[src/rtl/rr_arbiter4.sv]
// rr_arbiter4: four-client round-robin arbiter with an optional hold-time
// limit. Grants are registered; a single idle bubble cycle always separates
// two grants, and the rotating pointer always moves past the last owner.
// Handshake: a client holds req high for as long as it needs the resource and
// owns it while its gnt bit is high; dropping req releases the grant on the
// next edge. A grant removed by hold-limit expiry is flagged by a
// one-cycle preempt pulse.
module rr_arbiter4 #(
   parameter int HOLD_MAX = 16
) (
   input  logic       clk,
   input  logic       rst,
   input  logic [3:0] req,
   output logic [3:0] gnt,
   output logic [1:0] gnt_idx,
   output logic       gnt_valid,
   output logic       preempt
);

   localparam int            CW       = (HOLD_MAX < 1) ? 1 : $clog2(HOLD_MAX + 1);
   localparam logic [CW-1:0] HOLD_LIM = CW'(HOLD_MAX);
   localparam bit            LIMIT_EN = (HOLD_MAX != 0);

   typedef enum logic {
      IDLE  = 1'b0,
      GRANT = 1'b1
   } state_t;

   state_t        state_q, state_d;
   logic [3:0]    gnt_q, gnt_d;
   logic [1:0]    gnt_idx_q, gnt_idx_d;
   logic          gnt_valid_q, gnt_valid_d;
   logic          preempt_q, preempt_d;
   logic [1:0]    ptr_q, ptr_d;
   logic [CW-1:0] cnt_q, cnt_d;

   logic          pick_found;
   logic [1:0]    pick_idx;
   logic          owner_req;
   logic          others_req;
   logic          at_limit;

   // Round-robin scan: first asserted request starting at ptr, wrapping mod 4.
   always_comb begin
      logic [1:0] cand;
      pick_found = 1'b0;
      pick_idx   = ptr_q;
      cand       = ptr_q;
      for (int off = 0; off < 4; off++) begin
         cand = ptr_q + 2'(off);
         if (!pick_found && req[cand]) begin
            pick_found = 1'b1;
            pick_idx   = cand;
         end
      end
   end

   // Owner status and hold-limit condition for the current grant.
   always_comb begin
      owner_req  = req[gnt_idx_q];
      others_req = |(req & ~gnt_q);
      at_limit   = LIMIT_EN && (cnt_q == HOLD_LIM);
   end

   // Next-state and next-output computation for the IDLE/GRANT machine.
   always_comb begin
      state_d     = state_q;
      gnt_d       = gnt_q;
      gnt_idx_d   = gnt_idx_q;
      gnt_valid_d = gnt_valid_q;
      preempt_d   = 1'b0;
      ptr_d       = ptr_q;
      cnt_d       = cnt_q;
      case (state_q)
         IDLE: begin
            if (pick_found) begin
               state_d     = GRANT;
               gnt_d       = 4'b0001 << pick_idx;
               gnt_idx_d   = pick_idx;
               gnt_valid_d = 1'b1;
               cnt_d       = LIMIT_EN ? CW'(1) : '0;
            end
         end
         GRANT: begin
            // Release takes priority: preempt only flags when the owner still wants it.
            if (!owner_req || (at_limit && others_req)) begin
               state_d     = IDLE;
               gnt_d       = 4'b0000;
               gnt_idx_d   = 2'd0;
               gnt_valid_d = 1'b0;
               ptr_d       = gnt_idx_q + 2'd1;
               cnt_d       = '0;
               preempt_d   = owner_req;
            end else if (LIMIT_EN && !at_limit) begin
               cnt_d = cnt_q + CW'(1);
            end
         end
         default: begin
            state_d     = IDLE;
            gnt_d       = 4'b0000;
            gnt_idx_d   = 2'd0;
            gnt_valid_d = 1'b0;
            cnt_d       = '0;
         end
      endcase
   end

   // State and registered outputs; reset clears everything asynchronously.
   always_ff @(posedge clk or posedge rst) begin
      if (rst) begin
         state_q     <= IDLE;
         gnt_q       <= 4'b0000;
         gnt_idx_q   <= 2'd0;
         gnt_valid_q <= 1'b0;
         preempt_q   <= 1'b0;
         ptr_q       <= 2'd0;
         cnt_q       <= '0;
      end else begin
         state_q     <= state_d;
         gnt_q       <= gnt_d;
         gnt_idx_q   <= gnt_idx_d;
         gnt_valid_q <= gnt_valid_d;
         preempt_q   <= preempt_d;
         ptr_q       <= ptr_d;
         cnt_q       <= cnt_d;
      end
   end

   assign gnt       = gnt_q;
   assign gnt_idx   = gnt_idx_q;
   assign gnt_valid = gnt_valid_q;
   assign preempt   = preempt_q;

endmodule

[config.mk]
export PLATFORM = sky130hd
export DESIGN_NAME = rr_arbiter4
export DESIGN_NICKNAME = d
export VERILOG_FILES = /design/src/rtl/rr_arbiter4.sv
export SDC_FILE = /design/constraint.sdc
export NUM_CORES = 1
export LEC_CHECK = 0
export BUFFER_PORTS_ARGS = -buffer_cell sky130_fd_sc_hd__buf_2
export CAP_MARGIN = 40
export CORE_ASPECT_RATIO = 0.8
export CORE_MARGIN = 2
export CORE_UTILIZATION = 30
export DETAILED_ROUTE_END_ITERATION = 6
export PLACE_DENSITY = 0.59
export SYNTH_ARGS = -nofsm -noshare
export SYNTH_HDL_FRONTEND = slang
export SYNTH_SLANG_ARGS = --single-unit
[constraint.sdc]
create_clock -name clk -period 4.9 [get_ports clk]
set_input_delay 0.98 -clock clk [delete_from_list [all_inputs] [get_ports clk]]
set_output_delay 0.98 -clock clk [all_outputs]
set_load 0.005 [all_outputs]
# --- Yosys cells after proc, flatten, opt, wreduce, memory -nomap -nowiden ---
# Cells that the tools add are included.
totals:
  register_bits: 16
  in_bits: 6
  output_inout_bits: 8
  word_cells: 73
classes:
  n_addsub: 5
  order_cmp: 5
  n_eq_ne: 4
  shift: 1
  n_mux: 35
  bitwise: 3
  n_reduce_logical: 13
op_table:
  columns: ["operator", "count"]
  rows:
  - ["< comparator 2 x 3 -> 1 bit (second input constant)", 5]
  - ["two-way mux 1 bit", 15]
  - ["two-way mux 5 bit", 3]
  - ["binary-select mux 1 bit (select 2 bit)", 5]
  - ["two-way mux 2 bit", 5]
  - ["case mux 5 bit (2 select lines)", 1]
  - ["two-way mux 4 bit", 2]
  - ["case mux 4 bit (2 select lines)", 1]
  - ["AND reduction 2 bit", 3]
  - ["adder 5 x 1 -> 5 bit (second input constant)", 1]
  - ["== test 5 bit (second input constant)", 1]
  - ["adder 2 x 1 -> 2 bit (second input constant)", 2]
  - ["adder 2 bit (second input constant)", 2]
  - ["AND 4 bit", 1]
  - ["logical AND 1 bit", 4]
  - ["zero test 1 bit", 4]
  - ["NOT 4 bit", 1]
  - ["case mux 1 bit (2 select lines)", 2]
  - ["case mux 2 bit (2 select lines)", 1]
  - ["OR reduction 4 bit", 1]
  - ["left shift 1 x 2 -> 4 bit (first input constant)", 1]
  - ["inequality test 3 x 2 -> 1 bit (second input constant)", 1]
  - ["inequality test 2 x 1 -> 1 bit (second input constant)", 1]
  - ["inequality test 2 bit (second input constant)", 1]
  - ["2 further kinds", 2]

# --- Logic depth before layout (Yosys ltp) ---
# Gate-level depths: netlist of run 1.
logic_depth:
  word_depth: 15
  ltp_mapped: 7
  mapped_depth_nobuf: 6

# --- Worst setup path after synthesis of run 1 ---
# Ideal clock, no wire load.
synth_timing:
  kind: "input port to flip-flop"
  from: "input req[1]"
  to: "register ptr_q[1]"
  setup_time_ns: 0.128
  t_arrival_ns: 2.088
  required_ns: 4.772
  setup_slack_ns: 2.684
  stages: 4
  n_path_buf: 1
  cell_sequence: "buf_6 -> mux4_2 -> a21boi_2 -> mux2_1"
synth_between:
  elab_chain_len: 5
  word_cells_on_any_way: 8
  classes_between: "2 x mux; 1 x bitwise; 5 x reduce/logical"
synth_lines:
  columns: ["element", "line", "rtl"]
  rows:
  - ["from (decl)", "13", "input logic [3:0] req,"]
  - ["binary-select mux 1 bit (select 2 bit) / AND 4 bit (equally long branches)", "60, 61", null]
  - ["two-way mux 1 bit (implied by the code) / OR reduction 4 bit (equally long branches)", "60, 61", null]
  - ["zero test 1 bit / logical AND 1 bit (equally long branches)", "86", "if (!owner_req || (at_limit && others_req)) begin"]
  - ["logical OR 1 bit *", "86", null]
  - ["AND reduction 2 bit (no source line) *", null, null]
  - ["to (signal assigned)", "124", "ptr_q <= ptr_d;"]
  - ["to (decl)", "34", "logic [1:0] ptr_q, ptr_d;"]
# Mark *: on every way between the ends. The rest lies on a longest branch, timed or not. The select of a mux whose other input is x is not followed.
# A chain may end at the register's enable or synchronous reset.

# --- Worst setup path in the final report of run 1 ---
layout_timing:
  from: "input req[3]"
  to: "register ptr_q[1]"
# Same word-level chain as after synthesis.

==> reports/metrics.csv, run 1 <==
metric,value,unit
outcome,"complete, no violations",
Initial Util,30.92,%
final setup fails,0,
Slew Limit Fails,0,
antenna-violating nets left,0,
Crit Reg-Reg Endpoint,ptr_q[1]$_DFFE_PP0P_,
Worst path slowest cell,a21boi_2,
cts repair resizes,0,
port bufs,13,
Mapped Area,1051,um^2
chip height,56.94,um
Mapped Cells,99,
hold buffers post-CTS,0,
Die X,70.18,um
first-pass GRT wire length,3760,um
Layout area overhead,12.26,%
CP startpoint kind,primary input,
Vias,803,
initial antenna violation count,0,
CTS tree,yes,
hold depth,2,
Avg Vias per Cell,5.248,
max_slew headroom,59.05,%
worst clock skew,0.003659,ns
overall routing resource usage,12.05,%
crit share post-route,48.53,%
"Arr. time, crit path",2.51,ns
IO Pins,14,
"commonest cells after routing, fill and taps aside","dfrtp_1, buf_2, nand2_1",
HPWL after DPL,1656,um
Syn Nets,107,
Max Freq,420.5,MHz
Async SR Flop Fraction,100.0,%
"commonest non-fill, non-tap cell in the layout",dfrtp_1,
kind of critical path,primary input to register,
synth warn,0,
WL final,2193,um
Die ar.,3996,um^2
actual slew at the worst max-slew pin,0.6135,ns
pre-CTS setup slack,2.261,ns
Tmin final,2.378,ns
Iter 0 DRT Violations,55,
nets,120,
end of the worst hold path,gnt_valid$_DFFE_PP0P_,
Synth Register Bits,16,
number of global-route vias before repair,758,
worst setup margin,2.522,ns
TritonCTS Sinks,16,
postcts setup bufs,0,
CP max FO,12,
routed length per instance,14.33,um
max-cap violations,0,
GRT overflow,0,
final core utilization,34.71,%
# rows,19,
r2r setup slk,2.80,ns
worst-case reg-to-reg path depth,6,
CTS H-Tree Depth,1,
Design Power,0.6309,mW
pwr dens,534.7,nW/um^2
Max VDD drop,209.4,uV
CTS buffer count,3,
"Seq/Total Area, Yosys",38.10,%
Antenna Cells,0,
Worst-path clk slew,0.06,ns
Routability Congestion,0.7748,
CP Capture Type,register,
HP Start,gnt_valid$_DFFE_PP0P_,
worst skew pair latency,0.25,ns
Clock Tree Root,clkbuf_8,
drt drc,0,
Worst path max stage delay,0.51,ns
WHS,0.5345,ns
number of synthesized flops with an enable pin,0,
maximum clock path buffer count,2,
pin count of the biggest net entering global routing,17,
Avg Synthesized Cell Area,10.62,um^2
share of cells above drive strength 1,29.73,%
Fin Setup TNS,0,ns
Synth cell types,43,
Hold Path Class,register to register,
crit-path cells,"buf_2, mux4_2, a21boi_2, mux2_1",
Worst Path Required,5.03,ns
Core ar.,3400,um^2
Detailed Routing Iterations Pass 1,4,
RSZ-0062 raised after global routing,no,
LEAKAGE,0.5144,nW
worst r2r src,cnt_q[0]$_DFFE_PP0P_,
"Top FF cell, synth",dfrtp_1,
Final Hold Vio Count,0,
[worst max-delay path, delay by kind of cell]
family	cells	cell delay (ns)
buffers and inverters	1	0.15
AOI/OAI and AO/OA	1	0.51
muxes	2	0.88
[cell usage after synthesis, types with 2 or more instances]
library cell | instances | area (um^2)
o22a_1 | 2 | 17.52
o22ai_1 | 4 | 25.02
nor2b_1 | 4 | 25.02
nand2b_1 | 5 | 31.28
a21oi_1 | 5 | 25.02
nand2_1 | 10 | 37.54
mux2i_1 | 3 | 30.03
ha_1 | 2 | 25.02
dfrtp_1 | 16 | 400.4
a31oi_1 | 2 | 12.51
inv_1 | 5 | 18.77
buf_2 | 2 | 10.01
buf_6 | 3 | 33.78
o2bb2ai_1 | 4 | 35.03
nor2b_4 | 2 | 27.53
xor2_1 | 2 | 17.52
nor3_1 | 2 | 10.01
[cell families after synthesis]
kind of cell,share of synthesized area (%)
and+or+nand+nor,20.60
AOI/OAI and AO/OA,25.24
DFF,38.09
buffers and inverters,5.952
muxes,6.071
xor gates and xnor gates,1.667
adders and majority gates,2.381
[through the flow]
step / std cells / instance area, um^2
final: 153 / 1180
after global routing: 153 / 1180
after CTS: 153 / 1180
after detailed placement: 149 / 1125
after global placement: 149 / 1125
after floorplan: 99 / 1051
[where the power goes]
part	internal, mW	switching (mW)	leakage (nW)
sequential	0.180	0.0767	0.204
combinational	0.123	0.135	0.281
clock	0.0713	0.0450	0.0288
total	0.375	0.256	0.514
[state kept, by name, indices dropped and copies added (netlist names)]
register and count:
gnt_valid 1, cnt_q 5, ptr_q 2, gnt_idx 2, preempt 1, gnt 4
state_q 1
[how the worst max path moves through the flow]
stage          slack, ns  depth (start not counted)    from                   end
6_report            2.52                          4  req[3]  ptr_q[1]$_DFFE_PP0P_
5_1_grt             2.44                          4  req[0]  ptr_q[1]$_DFFE_PP0P_
4_1_cts             2.51                          4  req[3]  ptr_q[1]$_DFFE_PP0P_
3_5_place_dp        2.26                          4  req[3]  ptr_q[1]$_DFFE_PP0P_
3_3_place_gp        2.31                          4  req[3]  ptr_q[1]$_DFFE_PP0P_
2_1_floorplan       2.68                          4  req[1]  ptr_q[1]$_DFFE_PP0P_
[cell type report]
| class | instances | area, um^2 |
|---|---|---|
| tap | 42 | 52.55 |
| multi-input combinational | 73 | 588.1 |
| sequential | 16 | 400.4 |
| fill | 347 | 2220 |
| inverter | 5 | 18.77 |
| clock buffer | 4 | 55.05 |
| timing repair buffer | 13 | 65.06 |
[per-layer routing]
metal	vias up	GRT usage, %	wire [um]
met5	-	0	0
met4	0	3.297	25
met3	5	4.064	123
met2	20	17.96	937
met1	390	16.85	1106
li1	388	-	-
Note: power is estimated with default switching activity, not from simulation.
==> run 2: changes to the inputs <==
--- a/config.mk
+++ b/config.mk
@@ -5,13 +5,14 @@
 export SDC_FILE = /design/constraint.sdc
 export NUM_CORES = 1
 export LEC_CHECK = 0
+export ABC_AREA = 1
 export BUFFER_PORTS_ARGS = -buffer_cell sky130_fd_sc_hd__buf_2
 export CAP_MARGIN = 40
 export CORE_ASPECT_RATIO = 0.8
 export CORE_MARGIN = 2
 export CORE_UTILIZATION = 30
 export DETAILED_ROUTE_END_ITERATION = 6
-export PLACE_DENSITY = 0.59
+export PLACE_DENSITY = 0.58
 export SYNTH_ARGS = -nofsm -noshare
 export SYNTH_HDL_FRONTEND = slang
 export SYNTH_SLANG_ARGS = --single-unit
==> constraint.sdc (replaced) <==
create_clock -name clk -period 2.2 [get_ports clk]
set_input_delay 0.44 -clock clk [delete_from_list [all_inputs] [get_ports clk]]
set_output_delay 0.44 -clock clk [all_outputs]
set_load 0.005 [all_outputs]
==> run 2 against run 1 <==
  * Sequential power up 100%
  * Cell count is 66% higher
  * First-iteration DRC count is 47% higher
  * Non-clock buffer count up 2
  * Power increased to 3.2 times the previous value
  * Utilization is 1.2 points higher
  * Worst setup slack got worse by 2.2 ns
  * Critical path type is now register to register
  * Critical endpoint is now gnt_idx[0]$_DFFE_PP0P_
==> reports/metrics.csv, run 2 <==
metric,value,unit,change
fillcell total,411,,was 347
LEAKAGE,0.7746,nW,was 0.5144 nW
Die ar.,4689,um^2,was 3996 um^2
number of global-route vias before repair,1009,,was 758
# rows,20,,was 19
pin count of the biggest net entering global routing,17,,unchanged
Synth area leaders,"dfrtp_1, nand2_1, nand3_1, inv_1, nand2_4",,"was dfrtp_1, nand2_1, o2bb2ai_1, buf_6, nand2b_1"
synth warn,0,,unchanged
post-placement cell area,1345,um^2,was 1125 um^2
"Top FF cell, synth",dfrtp_1,,unchanged
Die X,76.06,um,was 70.18 um
routed length per instance,11.27,um,was 14.33 um
worst clock skew,0.002103,ns,was 0.003659 ns
worst skew pair latency,0.25,ns,about the same
maximum clock path buffer count,2,,unchanged
HPWL after DPL,2155,um,was 1656 um
Commonest cells post-synth,"nand2_1, nand3_1, dfrtp_1",,"was dfrtp_1, nand2_1, a21oi_1, inv_1, nand2b_1"
Tmin final,1.871,ns,
number of synthesized flops with an enable pin,0,,unchanged
Max Freq,534.5,MHz,
outcome,"complete, no violations",,unchanged
Core ar.,3904,um^2,was 3400 um^2
Vias,1173,,was 803
pwr dens,1451,nW/um^2,was 534.7 nW/um^2
CTS tree,yes,,unchanged
WL final,2863,um,was 2193 um
overall routing resource usage,13.63,%,was 12.05%
share of the synthesized area in the top cell type,32.13,%,was 38.10%
"non-filler cells, final",254,,was 153
Worst Path Required,2.34,ns,was 5.03 ns
final instance area,1400,um^2,was 1180 um^2
IO Pins,14,,unchanged
Async SR Flop Fraction,100.0,%,unchanged
final setup fails,0,,unchanged
CP startpoint kind,register,,was primary input
"Seq/Total Area, Yosys",32.13,%,was 38.10%
Layout area overhead,12.35,%,was 12.26%
top-count cell post-synth,nand2_1,,was dfrtp_1
Worst-path clk slew,0.06,ns,about the same
drt drc,0,,unchanged
Largest register FFs,5,,unchanged
CP max FO,11,,was 12
RSZ-0062 raised after global routing,no,,unchanged
worst-case reg-to-reg path depth,9,,was 6
CTS H-Tree Depth,1,,unchanged
Largest Register,cnt_q,,unchanged
Crit Reg-Reg Endpoint,gnt_idx[0]$_DFFE_PP0P_,,was ptr_q[1]$_DFFE_PP0P_
hold buffers post-CTS,0,,unchanged
"commonest non-fill, non-tap cell in the layout",nand2_1,,was dfrtp_1
Syn Nets,194,,was 107
GRT overflow,0,,unchanged
crit share post-route,85.03,%,
Slew Limit Fails,0,,unchanged
postcts setup bufs,0,,unchanged
Initial Util,31.92,%,was 30.92%
first-pass GRT wire length,4871,um,was 3760 um
"Arr. time, crit path",2.01,ns,was 2.51 ns
antenna-violating nets left,0,,unchanged
share of cells above drive strength 1,16.58,%,was 29.73%
Routability Congestion,0.8229,,was 0.7748
worst r2r src,cnt_q[0]$_DFFE_PP0P_,,unchanged
max_slew headroom,59.77,%,was 59.05%
port bufs,13,,unchanged
Avg Vias per Cell,4.618,,was 5.248
actual slew at the worst max-slew pin,0.6028,ns,was 0.6135 ns
Antenna Cells,0,,unchanged
Avg Synthesized Cell Area,6.700,um^2,was 10.62 um^2
initial antenna violation count,0,,unchanged
kind of critical path,register to register,,was primary input to register
Clock Tree Root,clkbuf_8,,unchanged
TritonCTS Sinks,16,,unchanged
Hold Path Class,primary input to async pin,,was register to register
cts repair resizes,0,,unchanged
CP startpoint,cnt_q[0]$_DFFE_PP0P_,,was req[3]
Synth Register Bits,16,,unchanged
"commonest cells after routing, fill and taps aside","nand2_1, nand3_1, dfrtp_1, inv_1, buf_2",,"was dfrtp_1, buf_2, nand2_1"
Max VDD drop,516.1,uV,was 209.4 uV
placed insts,250,,was 149
Detailed Routing Iterations Pass 1,4,,unchanged
CTS buffer count,3,,unchanged
Fin Setup TNS,0,ns,unchanged
r2r setup slk,0.33,ns,was 2.80 ns
Synth cell types,24,,was 43
CP Capture Type,register,,unchanged
max-cap violations,0,,unchanged
Mapped Cells,186,,was 99
Iter 0 DRT Violations,81,,was 55
Design Power,2.031,mW,was 0.6309 mW
Synth area leader,dfrtp_1,,unchanged
Final Hold Vio Count,0,,unchanged
WHS,0.2496,ns,was 0.5345 ns
nets,208,,was 120
chip height,61.65,um,was 56.94 um
Mapped Area,1246,um^2,was 1051 um^2
run 2: cell types whose count changed after synthesis, sizes merged, moves of 4 or more:
cell / previous run / this run
a21oi: 5 / 0
inv: 5 / 16
nand2: 10 / 88
nand2b: 6 / 0
nand3: 1 / 29
nand4: 0 / 4
nor2: 2 / 6
nor2b: 6 / 0
o21ai: 2 / 11
o2bb2ai: 4 / 0
run 2: per-layer routing:
layer | share of wire [%] | vias up | GRT usage, %
li1 | - | 625 | -
met1 | 55 | 510 | 20.45
met2 | 36 | 34 | 18.11
met3 | 7.7 | 4 | 4.399
met4 | 1.0 | 0 | 4.675
met5 | 0 | - | 0
run 2: cells by family (layout without fill, tap and decap cells):
logic type / after synthesis / count (layout) / share of synthesized area, %
muxes: 1 / 1 / 0.8032
xor gates and xnor gates: 4 / 4 / 2.812
buffers and inverters: 22 / 35 / 8.835
DFF: 16 / 16 / 32.13
AOI/OAI and AO/OA: 13 / 13 / 5.421
adders and majority gates: 2 / 2 / 2.008
and+or+nand+nor: 128 / 128 / 47.99
run 2: how the worst max path moves through the flow:
stage	slack (ns)	depth (start not counted)	to
after floorplan	0.63	10	ptr_q[0]$_DFFE_PP0P_
after global placement	0.38	11	gnt[1]$_DFFE_PP0P_
after detailed placement	0.34	8	gnt_idx[0]$_DFFE_PP0P_
after CTS	0.33	9	gnt_idx[0]$_DFFE_PP0P_
after global routing	0.06	9	gnt_idx[1]$_DFFE_PP0P_
final	0.33	9	gnt_idx[0]$_DFFE_PP0P_
run 2: per-stage QoR:
step,util [%],setup slack (ns)
finish,35.87,0.3293
detailed placement,34.46,0.3407
floorplan,-,0.6337
global route,35.87,0.05787
global placement,34.46,0.3817
CTS,35.87,0.3264
run 2: power by group:
| part | total (mW) | leakage, nW | switching [mW] | internal (mW) |
|---|---|---|---|---|
| logic | 1.24 | 0.540 | 0.834 | 0.410 |
| clock network | 0.262 | 0.0288 | 0.103 | 0.159 |
| registers | 0.526 | 0.205 | 0.131 | 0.394 |
run 2: layout make-up:
| cell class | instances | area, um^2 | share of cell area (%) |
|---|---|---|---|
| clock buffer | 4 | 55.05 | 3.932 |
| inverter | 16 | 60.06 | 4.290 |
| multi-input combinational | 148 | 735.7 | 52.55 |
| sequential | 16 | 400.4 | 28.60 |
| tap | 55 | 68.82 | 4.915 |
| timing repair buffer | 15 | 80.08 | 5.719 |
run 2: critical path, stage by stage, from the launching register on:
cell and delay [ns]:
dfrtp_1 0.41, inv_1 0.07, ha_1 0.13, nand2_1 0.05, nor3_1 0.22, o21ai_0 0.20
nand2_1 0.20, nand2_1 0.25, nand3_1 0.15, o21ai_1 0.07
==> run 3: changes to the inputs <==
--- a/config.mk
+++ b/config.mk
@@ -9,7 +9,6 @@
 export BUFFER_PORTS_ARGS = -buffer_cell sky130_fd_sc_hd__buf_2
 export CAP_MARGIN = 40
 export CORE_ASPECT_RATIO = 0.8
-export CORE_MARGIN = 2
 export CORE_UTILIZATION = 30
 export DETAILED_ROUTE_END_ITERATION = 6
 export PLACE_DENSITY = 0.58
==> run 3 against run 2 <==
  * Non-clock buffer count did not move
  * Via count rose by 1.5%
  * Register-to-register slack improved by 0.03 ns
  * First-iteration DRC count rose by 37%
  * Cell count did not move
  * Cell area did not move
  * Combinational power barely moved
==> reports/metrics.csv, run 3 (same netlist as run 2, synthesis figures left out) <==
metric,value,unit,change
Largest register FFs,5,,unchanged
Clock Tree Root,clkbuf_8,,unchanged
Final Hold Vio Count,0,,unchanged
port bufs,13,,unchanged
chip height,59.65,um,was 61.65 um
max_slew headroom,58.35,%,was 59.77%
Multi-input gate area,735.7,um^2,unchanged
number of global-route vias before repair,1045,,was 1009
Layout area overhead,12.35,%,unchanged
Core ar.,3879,um^2,was 3904 um^2
first-pass GRT wire length,4850,um,was 4871 um
LEAKAGE,0.7746,nW,unchanged
initial antenna violation count,0,,unchanged
antenna-violating nets left,0,,unchanged
Max VDD drop,393.5,uV,was 516.1 uV
Tmin final,1.837,ns,was 1.871 ns
worst skew pair latency,0.25,ns,about the same
Routability Congestion,0.7859,,was 0.8229
HPWL after DPL,2107,um,was 2155 um
CTS buffer count,3,,unchanged
pwr dens,1447,nW/um^2,was 1451 nW/um^2
actual slew at the worst max-slew pin,0.6240,ns,was 0.6028 ns
outcome,"complete, no violations",,unchanged
Worst-path clk slew,0.06,ns,about the same
Max Freq,544.3,MHz,was 534.5 MHz
final core utilization,36.10,%,was 35.87%
Largest Register,cnt_q,,unchanged
hold buffers post-CTS,0,,unchanged
WL final,2821,um,was 2863 um
Antenna Cells,0,,unchanged
IO Pins,14,,unchanged
CTS H-Tree Depth,1,,unchanged
"commonest non-fill, non-tap cell in the layout",nand2_1,,unchanged
crit share post-route,83.51,%,was 85.03%
CP startpoint kind,register,,unchanged
drt drc,0,,unchanged
RSZ-0062 raised after global routing,no,,unchanged
TritonCTS Sinks,16,,unchanged
maximum clock path buffer count,2,,unchanged
Vias,1191,,was 1173
"non-filler cells, final",254,,unchanged
kind of critical path,register to register,,unchanged
GRT overflow,0,,unchanged
Worst Path Required,2.39,ns,was 2.34 ns
CP Capture Type,register,,unchanged
pin count of the biggest net entering global routing,17,,unchanged
Fin Setup TNS,0,ns,unchanged
nets,208,,unchanged
final instance area,1400,um^2,unchanged
fillcell total,432,,was 411
Slew Limit Fails,0,,unchanged
final setup fails,0,,unchanged
postcts setup bufs,0,,unchanged
Hold Path Class,primary input to async pin,,unchanged
CP max FO,12,,was 11
# rows,20,,unchanged
max-cap violations,0,,unchanged
placed insts,250,,unchanged
share of cells above drive strength 1,16.58,%,unchanged
worst-case reg-to-reg path depth,11,,was 9
CTS tree,yes,,unchanged
routed length per instance,11.11,um,was 11.27 um
Die ar.,4417,um^2,was 4689 um^2
"Arr. time, crit path",2.03,ns,was 2.01 ns
Iter 0 DRT Violations,111,,was 81
worst clock skew,0.002876,ns,was 0.002103 ns
"commonest cells after routing, fill and taps aside","nand2_1, nand3_1, dfrtp_1, inv_1, buf_2",,unchanged
Storage cell area,400.4,um^2,unchanged
Initial Util,32.13,%,was 31.92%
cts repair resizes,0,,unchanged
post-placement cell area,1345,um^2,unchanged
Detailed Routing Iterations Pass 1,4,,unchanged
Avg Vias per Cell,4.689,,was 4.618
overall routing resource usage,14.81,%,was 13.63%
Die X,74.06,um,was 76.06 um
[run 3: cell counts in the layout (fill, tap and decap cells not counted)]
Identical to the previous run, type by type.
[run 3: critical path, cell delays in order (launching register included)]
cell	delay, ns
dfrtp_1	0.47
inv_2	0.18
nand2_1	0.07
nand2_1	0.20
nand2_1	0.07
nand2_1	0.16
inv_1	0.07
nand3_2	0.09
nand2_2	0.14
nor2_1	0.17
nand2_1	0.08
nand2_1	0.06
[run 3: layer usage]
metal / GRT usage [%] / wire, um / part of all wire, % / vias to the layer above
met5: 0 / 0 / 0 / -
met4: 4.121 / 0 / 0 / 0
met3: 3.571 / 167 / 5.9 / 0
met2: 19.48 / 1079 / 38 / 27
met1: 23.25 / 1574 / 56 / 543
li1: - / - / - / 621
[run 3: final cells by class]
type / instances / area share [%]
multi-input combinational: 148 / 52.55
tap: 55 / 4.915
inverter: 16 / 4.290
timing repair buffer: 15 / 5.719
sequential: 16 / 28.60
clock buffer: 4 / 3.932
[run 3: metrics by stage]
stage / setup WS [ns] / power (mW) / hold WS (ns)
global placement: 0.3824 / 1.768 / 0.4778
floorplan: 0.6337 / 1.546 / 0.3537
finish: 0.3627 / 2.025 / 0.2539
detailed placement: 0.3464 / 1.758 / 0.4664
global route: 0.09596 / 2.253 / 0.3230
CTS: 0.3716 / 2.030 / 0.2757
[run 3: path summary, 6_finish.rpt]
kind	start	to	slack, ns
max in group asynchronous	rst	gnt_idx[1]$_DFFE_PP0P_	1.54
setup / recovery	ptr_q[1]$_DFFE_PP0P_	gnt[2]$_DFFE_PP0P_	0.36
setup reg to reg	ptr_q[1]$_DFFE_PP0P_	gnt[2]$_DFFE_PP0P_	0.36
hold / removal	rst	preempt$_DFF_PP0_	0.25
hold reg to reg	gnt_valid$_DFFE_PP0P_	gnt_valid$_DFFE_PP0P_	0.49
min in group clk	gnt_valid$_DFFE_PP0P_	gnt_valid$_DFFE_PP0P_	0.49
[run 3: power by group]
group          switching (mW)  total, mW  internal [mW]
clock                   0.104      0.262          0.159
combinational           0.828       1.24          0.410
sequential              0.130      0.525          0.394
total                    1.06       2.03          0.963
